==> config.mk <==
export PLATFORM = sky130hd
export DESIGN_NAME = mem_access_unit
export DESIGN_NICKNAME = d
export VERILOG_FILES = /design/src/rtl/mem_access_unit.sv
export SDC_FILE = /design/constraint.sdc
export NUM_CORES = 1
export LEC_CHECK = 0
export ABC_AREA = 1
export CAP_MARGIN = 20
export CORE_MARGIN = 1.5
export CORE_UTILIZATION = 48
export DETAILED_ROUTE_END_ITERATION = 8
export GPL_TIMING_DRIVEN = 0
export PLACE_DENSITY_LB_ADDON = 0.08
export SETUP_SLACK_MARGIN = 0.05
export SLEW_MARGIN = 20
export SYNTH_ARGS = -nofsm -noshare
export SYNTH_HDL_FRONTEND = slang
export SYNTH_SLANG_ARGS = --single-unit
export TNS_END_PERCENT = 1
==> constraint.sdc <==
create_clock -name I_clk -period 2.1 [get_ports I_clk]
set_input_delay 0.315 -clock I_clk [delete_from_list [all_inputs] [get_ports I_clk]]
set_output_delay 0.315 -clock I_clk [all_outputs]
set_load 0.01 [all_outputs]
==> src/rtl/mem_access_unit.sv <==
// Load/store unit for the memory stage: one req/ack bus transaction per accepted access,
// with store lane steering, load extension, stall generation and fault reporting.
module mem_access_unit #(
    parameter int unsigned TIMEOUT_CYCLES = 255
) (
    input  logic        I_clk,
    input  logic        I_rst_n,
    input  logic        I_req,
    input  logic        I_we,
    input  logic [2:0]  I_funct3,
    input  logic [31:0] I_addr,
    input  logic [31:0] I_wdata,
    output logic        O_busy,
    output logic [31:0] O_rdata,
    output logic        O_rvalid,
    output logic        O_fault,
    output logic        O_bus_req,
    output logic        O_bus_we,
    output logic [31:0] O_bus_addr,
    output logic [3:0]  O_bus_be,
    output logic [31:0] O_bus_wdata,
    input  logic        I_bus_ack,
    input  logic        I_bus_err,
    input  logic [31:0] I_bus_rdata
);

    // state | meaning
    // IDLE  | waiting for a request from execute
    // BUS   | bus request outstanding, waiting for ack or timeout
    typedef enum logic {IDLE, BUS} state_t;

    localparam logic [7:0] TC_LAST = 8'(TIMEOUT_CYCLES - 1);

    state_t      state;
    logic [7:0]  cnt;
    logic        lat_we;
    logic [2:0]  lat_f3;
    logic [1:0]  lat_lo;
    logic        legal;
    logic [3:0]  st_be;
    logic [31:0] st_wdata;
    logic [7:0]  ld_byte;
    logic [15:0] ld_half;
    logic [31:0] ld_val;

    // 011 (doubleword) has no meaning on a 32-bit bus, so it is rejected with 110/111
    always_comb begin
        legal = 1'b0;
        case (I_funct3)
            3'b000, 3'b100: legal = 1'b1;
            3'b001, 3'b101: legal = ~I_addr[0];
            3'b010:         legal = (I_addr[1:0] == 2'b00);
            default:        legal = 1'b0;
        endcase
    end

    always_comb begin
        st_be    = 4'b1111;
        st_wdata = I_wdata;
        if (I_we) begin
            case (I_funct3[1:0])
                2'b00: begin
                    st_be    = 4'b0001 << I_addr[1:0];
                    st_wdata = {4{I_wdata[7:0]}};
                end
                2'b01: begin
                    st_be    = I_addr[1] ? 4'b1100 : 4'b0011;
                    st_wdata = {2{I_wdata[15:0]}};
                end
                default: begin
                    st_be    = 4'b1111;
                    st_wdata = I_wdata;
                end
            endcase
        end
    end

    always_comb begin
        case (lat_lo)
            2'b00:   ld_byte = I_bus_rdata[7:0];
            2'b01:   ld_byte = I_bus_rdata[15:8];
            2'b10:   ld_byte = I_bus_rdata[23:16];
            default: ld_byte = I_bus_rdata[31:24];
        endcase
        ld_half = lat_lo[1] ? I_bus_rdata[31:16] : I_bus_rdata[15:0];
        case (lat_f3)
            3'b000:  ld_val = {{24{ld_byte[7]}}, ld_byte};
            3'b100:  ld_val = {24'd0, ld_byte};
            3'b001:  ld_val = {{16{ld_half[15]}}, ld_half};
            3'b101:  ld_val = {16'd0, ld_half};
            default: ld_val = I_bus_rdata;
        endcase
    end

    assign O_busy = (state == BUS) | ((state == IDLE) & I_req & legal);

    always_ff @(posedge I_clk or negedge I_rst_n) begin
        if (!I_rst_n) begin
            state       <= IDLE;
            cnt         <= 8'd0;
            lat_we      <= 1'b0;
            lat_f3      <= 3'd0;
            lat_lo      <= 2'd0;
            O_rdata     <= 32'd0;
            O_rvalid    <= 1'b0;
            O_fault     <= 1'b0;
            O_bus_req   <= 1'b0;
            O_bus_we    <= 1'b0;
            O_bus_addr  <= 32'd0;
            O_bus_be    <= 4'd0;
            O_bus_wdata <= 32'd0;
        end else begin
            O_rvalid <= 1'b0;
            O_fault  <= 1'b0;
            case (state)
                IDLE: begin
                    if (I_req) begin
                        if (legal) begin
                            lat_we      <= I_we;
                            lat_f3      <= I_funct3;
                            lat_lo      <= I_addr[1:0];
                            cnt         <= 8'd0;
                            O_bus_req   <= 1'b1;
                            O_bus_we    <= I_we;
                            O_bus_addr  <= {I_addr[31:2], 2'b00};
                            O_bus_be    <= st_be;
                            O_bus_wdata <= st_wdata;
                            state       <= BUS;
                        end else begin
                            O_fault <= 1'b1;
                        end
                    end
                end
                BUS: begin
                    if (I_bus_ack) begin
                        O_bus_req <= 1'b0;
                        cnt       <= 8'd0;
                        state     <= IDLE;
                        if (I_bus_err) begin
                            O_fault <= 1'b1;
                        end else if (!lat_we) begin
                            O_rdata  <= ld_val;
                            O_rvalid <= 1'b1;
                        end
                    end else if (cnt == TC_LAST) begin
                        O_bus_req <= 1'b0;
                        O_fault   <= 1'b1;
                        cnt       <= 8'd0;
                        state     <= IDLE;
                    end else begin
                        cnt <= cnt + 8'd1;
                    end
                end
                default: state <= IDLE;
            endcase
        end
    end

endmodule

-- Word level (Yosys, flattened, before mapping)
Index checks and enable logic that the tools add are counted.
W data, S select, Z words.
- add/subtract/negate cells: 1
- multiply operators: 0
- div/mod/pow operators: 0
- order comparisons: 0
- equality and inequality tests: 14
- shifts and indexed selects: 1
- multiplexer cells: 34
- bitwise gates (word level): 7
- reduce and logical (&&, ||, !) cells: 11
- operator list (cell ; count):
    $pmux W32 S4 ; 1
    $pmux W32 S2 ; 1
    $mux W32 ; 1
    $mux W8 ; 4
    $pmux W8 S3 ; 1
    $mux W1 ; 17
    $mux W16 ; 1
    $pmux W8 S2 ; 1
    $eq A3 B3 Y1 const B ; 4
    $add A8 B1 Y8 const B ; 1
    $eq A8 B8 Y1 const B ; 1
    $mux W4 ; 2
    $pmux W4 S2 ; 1
    $eq A3 B1 Y1 const B ; 2
    $logic_not A2 Y1 ; 3
    $logic_not A3 Y1 ; 2
    $pmux W1 S2 ; 3
    $reduce_and A3 Y1 ; 2
    $eq A2 B1 Y1 const B ; 2
    $ne A2 B2 Y1 const B ; 2
    $not A1 Y1 ; 4
    $reduce_and A4 Y1 ; 1
    $reduce_or A2 Y1 ; 2
    $shl A1 B2 Y4 const A ; 1
    7 further kinds ; 8
- bits in registers: 116
- bits in latches: 0
- memory bits (writable): 0
- ROM bits: 0
- input bits: 105
- memories kept: 0

-- Depth between registers and ports, before layout
- depth after elaboration: 6
- depth in mapped cells: 9
- mapped depth without buffers: 9

-- Least setup slack after synthesis
No wires, ideal clock.
- kind: reg-to-reg
- from: register lat_f3[1]
- to: register O_rdata[4]
- library setup time: 0.124 ns
- arrival: 1.225 ns
- data required time: 1.976 ns
- path slack: 0.751 ns
- cell stages (with the launch flop): 8
- clock period less this slack: 1.349 ns
- cell sequence: dfrtp_1 > buf_2 > nor2_1 > nand2_1 > nand2_1 > nand3_1 > o211ai_1 > nand2_1
- word-level cells in the longest chain between the ends: 2
- elaborated cells between the ends (all ways): 5
- RTL lines (item ; RTL line ; source):
    start: declaration ; 37 ; logic [2:0] lat_f3;
    start signal: assignment ; 120 ; lat_f3 <= I_funct3;
    $eq A3 B3 Y1, or another cell as far along ; 86 ; case (lat_f3)
    $pmux W32 S4 (*) ; 86 ;
    end signal: assignment ; 142 ; O_rdata <= ld_val;
    end: declaration ; 14 ; output logic [31:0] O_rdata,
Mark *: on every way between the ends. The rest lies on a longest branch, timed or not.
A chain may end at the register's enable or synchronous reset.

-- Final worst setup path
- from: register state
- to: output O_busy
- word-level cells in the longest chain between the ends: 4
- RTL lines (item ; RTL line ; source):
    start: declaration ; 34 ; state_t state;
    start signal: assignment ; 99 ; state <= IDLE;
    start signal: assignment ; 128 ; state <= BUS;
    start signal: assignment ; 138 ; state <= IDLE;
    $not A1 Y1 (no source line) ; -- ;
    $and A1 B1 Y1 (2 in series) ; 95 ; assign O_busy = (state == BUS) | ((state == IDLE) & I_req & legal);
    $or A1 B1 Y1 (*) ; 95 ;
    end: declaration ; 13 ; output logic O_busy,
Marked as above.

==> results.toml <==
[sta]
relSlewSlack = 0.651
rsz0062_at_grt = "no"
min_period_ps = 1930
setup_viol = 0
tightestPinTransition_ps = 523
period_share = 0.921
hold_slack_ps = 402
final-hold-violation-count = 0
drv_slew = 0
clock_skew_ps = 3.91
fmax_mhz = 517
setup_slack_ps = 166

[route]
wl_um = 17600
antenna_left = 0
via_count = 5837
drt-initial-drc-count = 479
dr.pass1.iters = 7
vias_per_cell = 5.23
detail_route.wl_per_cell_um = 15.8
drc = 0

[placed_design]
place_hpwl_um = 12800
gp_congestion = 0.948
place_inst = 1085
dp_slack_ps = -368
place.port_buffers = 207

[logic_synthesis]
synth_ff_type = "dfrtp_1"
synth_largest_area_cell = "dfrtp_1"
synth_edf_count = 0
syn_inst = 733
syn_area_um2 = 5680
ys_seq_area_frac = 0.511
synth_top_cell_area_share = 0.511
ys_warn_count = 0
synth.most_common_cell = "nand2_1"
yosys-top-cells-area = "dfrtp_1, nand2_1, nand3_1"
avgSynthCellArea_um2 = 7.75
ys_ff_latch = 116
async_flop_share = 1.00
netlist_top_cells_count = "nand2_1, dfrtp_1, nand3_1"
synth.distinct_cells = 34

[final_layout]
nFillCells = 855
diodes = 0
fin_util = 0.751
layout.nets = 1070
layout.cells.non_filler = 1117
drive_gt1_frac = 0.113
syn2layout_area_growth_pct = 51.6

[global_routing]
grt_pass1_vias = 6052
grt_pass1_wl_um = 29200
grt_start_max_net_pins = 64
track_usage = 0.291
antenna_found_initial = 0
grt.overflow.total = 0

[run_status]
status = "finished clean"

[power_and_ir_drop]
p_leak_nw = 4.22
ir_drop_uv = 866
total_power_mw = 9.77
powerDensity_nw_per_um2 = 1130

[floorplan]
die-area_um2 = 12500
initial_utilization = 0.495
core_um2 = 11500
std_cell_rows = 39
die_y_um = 112
dieWidth_um = 112
ios = 210

[setup_path]
slowest_stage = "dfrtp_1"
cp_max_fo = 10
cpLargestDelayFamily = "buffers and inverters"
startpoint_type = "flop"
crit_arrival_ps = 1620
cp_num_buf_inv = 3
worst_ep_required_time_ps = 1780
crit_path_cell_trace = "buf_2, nor2_4, nand2_4, buf_6, nand2_2, clkdlybuf4s15_1"
slowest_delay_ps = 360
end_kind = "output port"
path_class = "reg2out"

[cts]
cts_tree = "built"
clockRootBuffer = "clkbuf_16"
cts-buffers-inserted = 17
clk_latency_ps = 410
path_clk_slew_ps = 50
htreeDepth = 4
clock_sinks = 116
cts_buffer_depth = 2

[job]
max-cap-violations = 0

[hold_path]
worst_hold_path_type = "in2reg"
## power breakdown
group	internal, mW	switching (mW)	leakage, nW	total, mW
Combinational	1.81	1.58	2.49	3.39
Sequential	2.90	0.392	1.43	3.30
Clock	2.07	1.02	0.302	3.09
Total	6.78	2.99	4.22	9.77
## tightest hold or removal path: stages
cell and delay (ps):
dlygate4sd2_1 260, inv_1 80, o21ai_0 90
## final timing paths
| check | slack [ps] | from | depth (start not counted) | end |
|---|---|---|---|---|
| max | 170 | state | 6 | O_busy |
| min | 400 | I_addr[0] | 3 | lat_lo[0] |
| max reg2reg | 480 | lat_f3[1] | 7 | O_rdata[4] |
| min reg2reg | 480 | O_bus_addr[28] | 2 | O_bus_addr[28] |
| max in group asynchronous | 1000 | I_rst_n | 3 | O_bus_addr[31] |
| min in group asynchronous | 420 | I_rst_n | 2 | cnt[5] |
## sequential cells by signal (all words and copies together), names as in the netlist
name / count
cnt: 8
O_bus_be: 4
O_bus_wdata: 32
O_rdata: 32
lat_f3: 3
O_bus_req: 1
state: 1
O_rvalid: 1
lat_lo: 2
lat_we: 1
O_fault: 1
O_bus_addr: 30
## cells by family after synthesis
kind of cell | synth area share
buffers and inverters | 0.0683
AO/OA/AOI/OAI | 0.0773
AND/OR/NAND/NOR | 0.334
flip-flops | 0.511
XOR/XNOR | 0.00463
other | 0.000660
adder cells (fa/ha/maj) | 0.00440
## layout by cell type, fill, tap and decap left out, types with 3 or more instances in the layout
master,instances
a21oi_1,38
buf_2,20
buf_4,6
buf_6,4
bufinv_16,4
clkbuf_1,6
clkbuf_16,17
clkbuf_8,3
clkdlybuf4s50_1,203
dfrtp_1,116
inv_1,45
inv_2,5
nand2_1,309
nand3_1,67
nor2_1,23
nor2_4,3
o211ai_1,12
o21ai_0,25
or2_2,31
## per-layer routing
metal | vias up | wire length (um) | GRT usage
met4 | 0 | 410 | 0.0928
li1 | 2774 | - | -
met1 | 2727 | 6890 | 0.342
met5 | - | 0 | 0
met2 | 288 | 8730 | 0.503
met3 | 48 | 1570 | 0.0985
## final cells by class
| cell class | count | area, um2 | share of cell area |
|---|---|---|---|
| plain buffers | 34 | 193 | 0.0224 |
| clock buffers | 22 | 474 | 0.0550 |
| clock inverters | 8 | 150 | 0.0174 |
| inverters | 51 | 191 | 0.0222 |
| multi-input cells | 532 | 2400 | 0.279 |
| flip-flops and latches | 116 | 2900 | 0.337 |
| well taps | 143 | 179 | 0.0208 |
| repair buffers | 211 | 2120 | 0.246 |
## per-stage QoR
stage / TNS (ps) / cell area (um2)
CTS: 0 / 8610
global route: 0 / 8620
floorplan: 0 / 5690
detailed placement: -368 / 7970
finish: 0 / 8620
global placement: -429730 / 7940
## repair_timing
item,in CTS,in global routing
cloned,0,0
endpoints found under the hold margin,53,0
gates resized for setup,4,3
setup endpoints to repair,1,1
hold buffers,1,0
buffers inserted,2,0
pin swaps,2,2
Note: power is estimated with default switching activity, not from simulation.
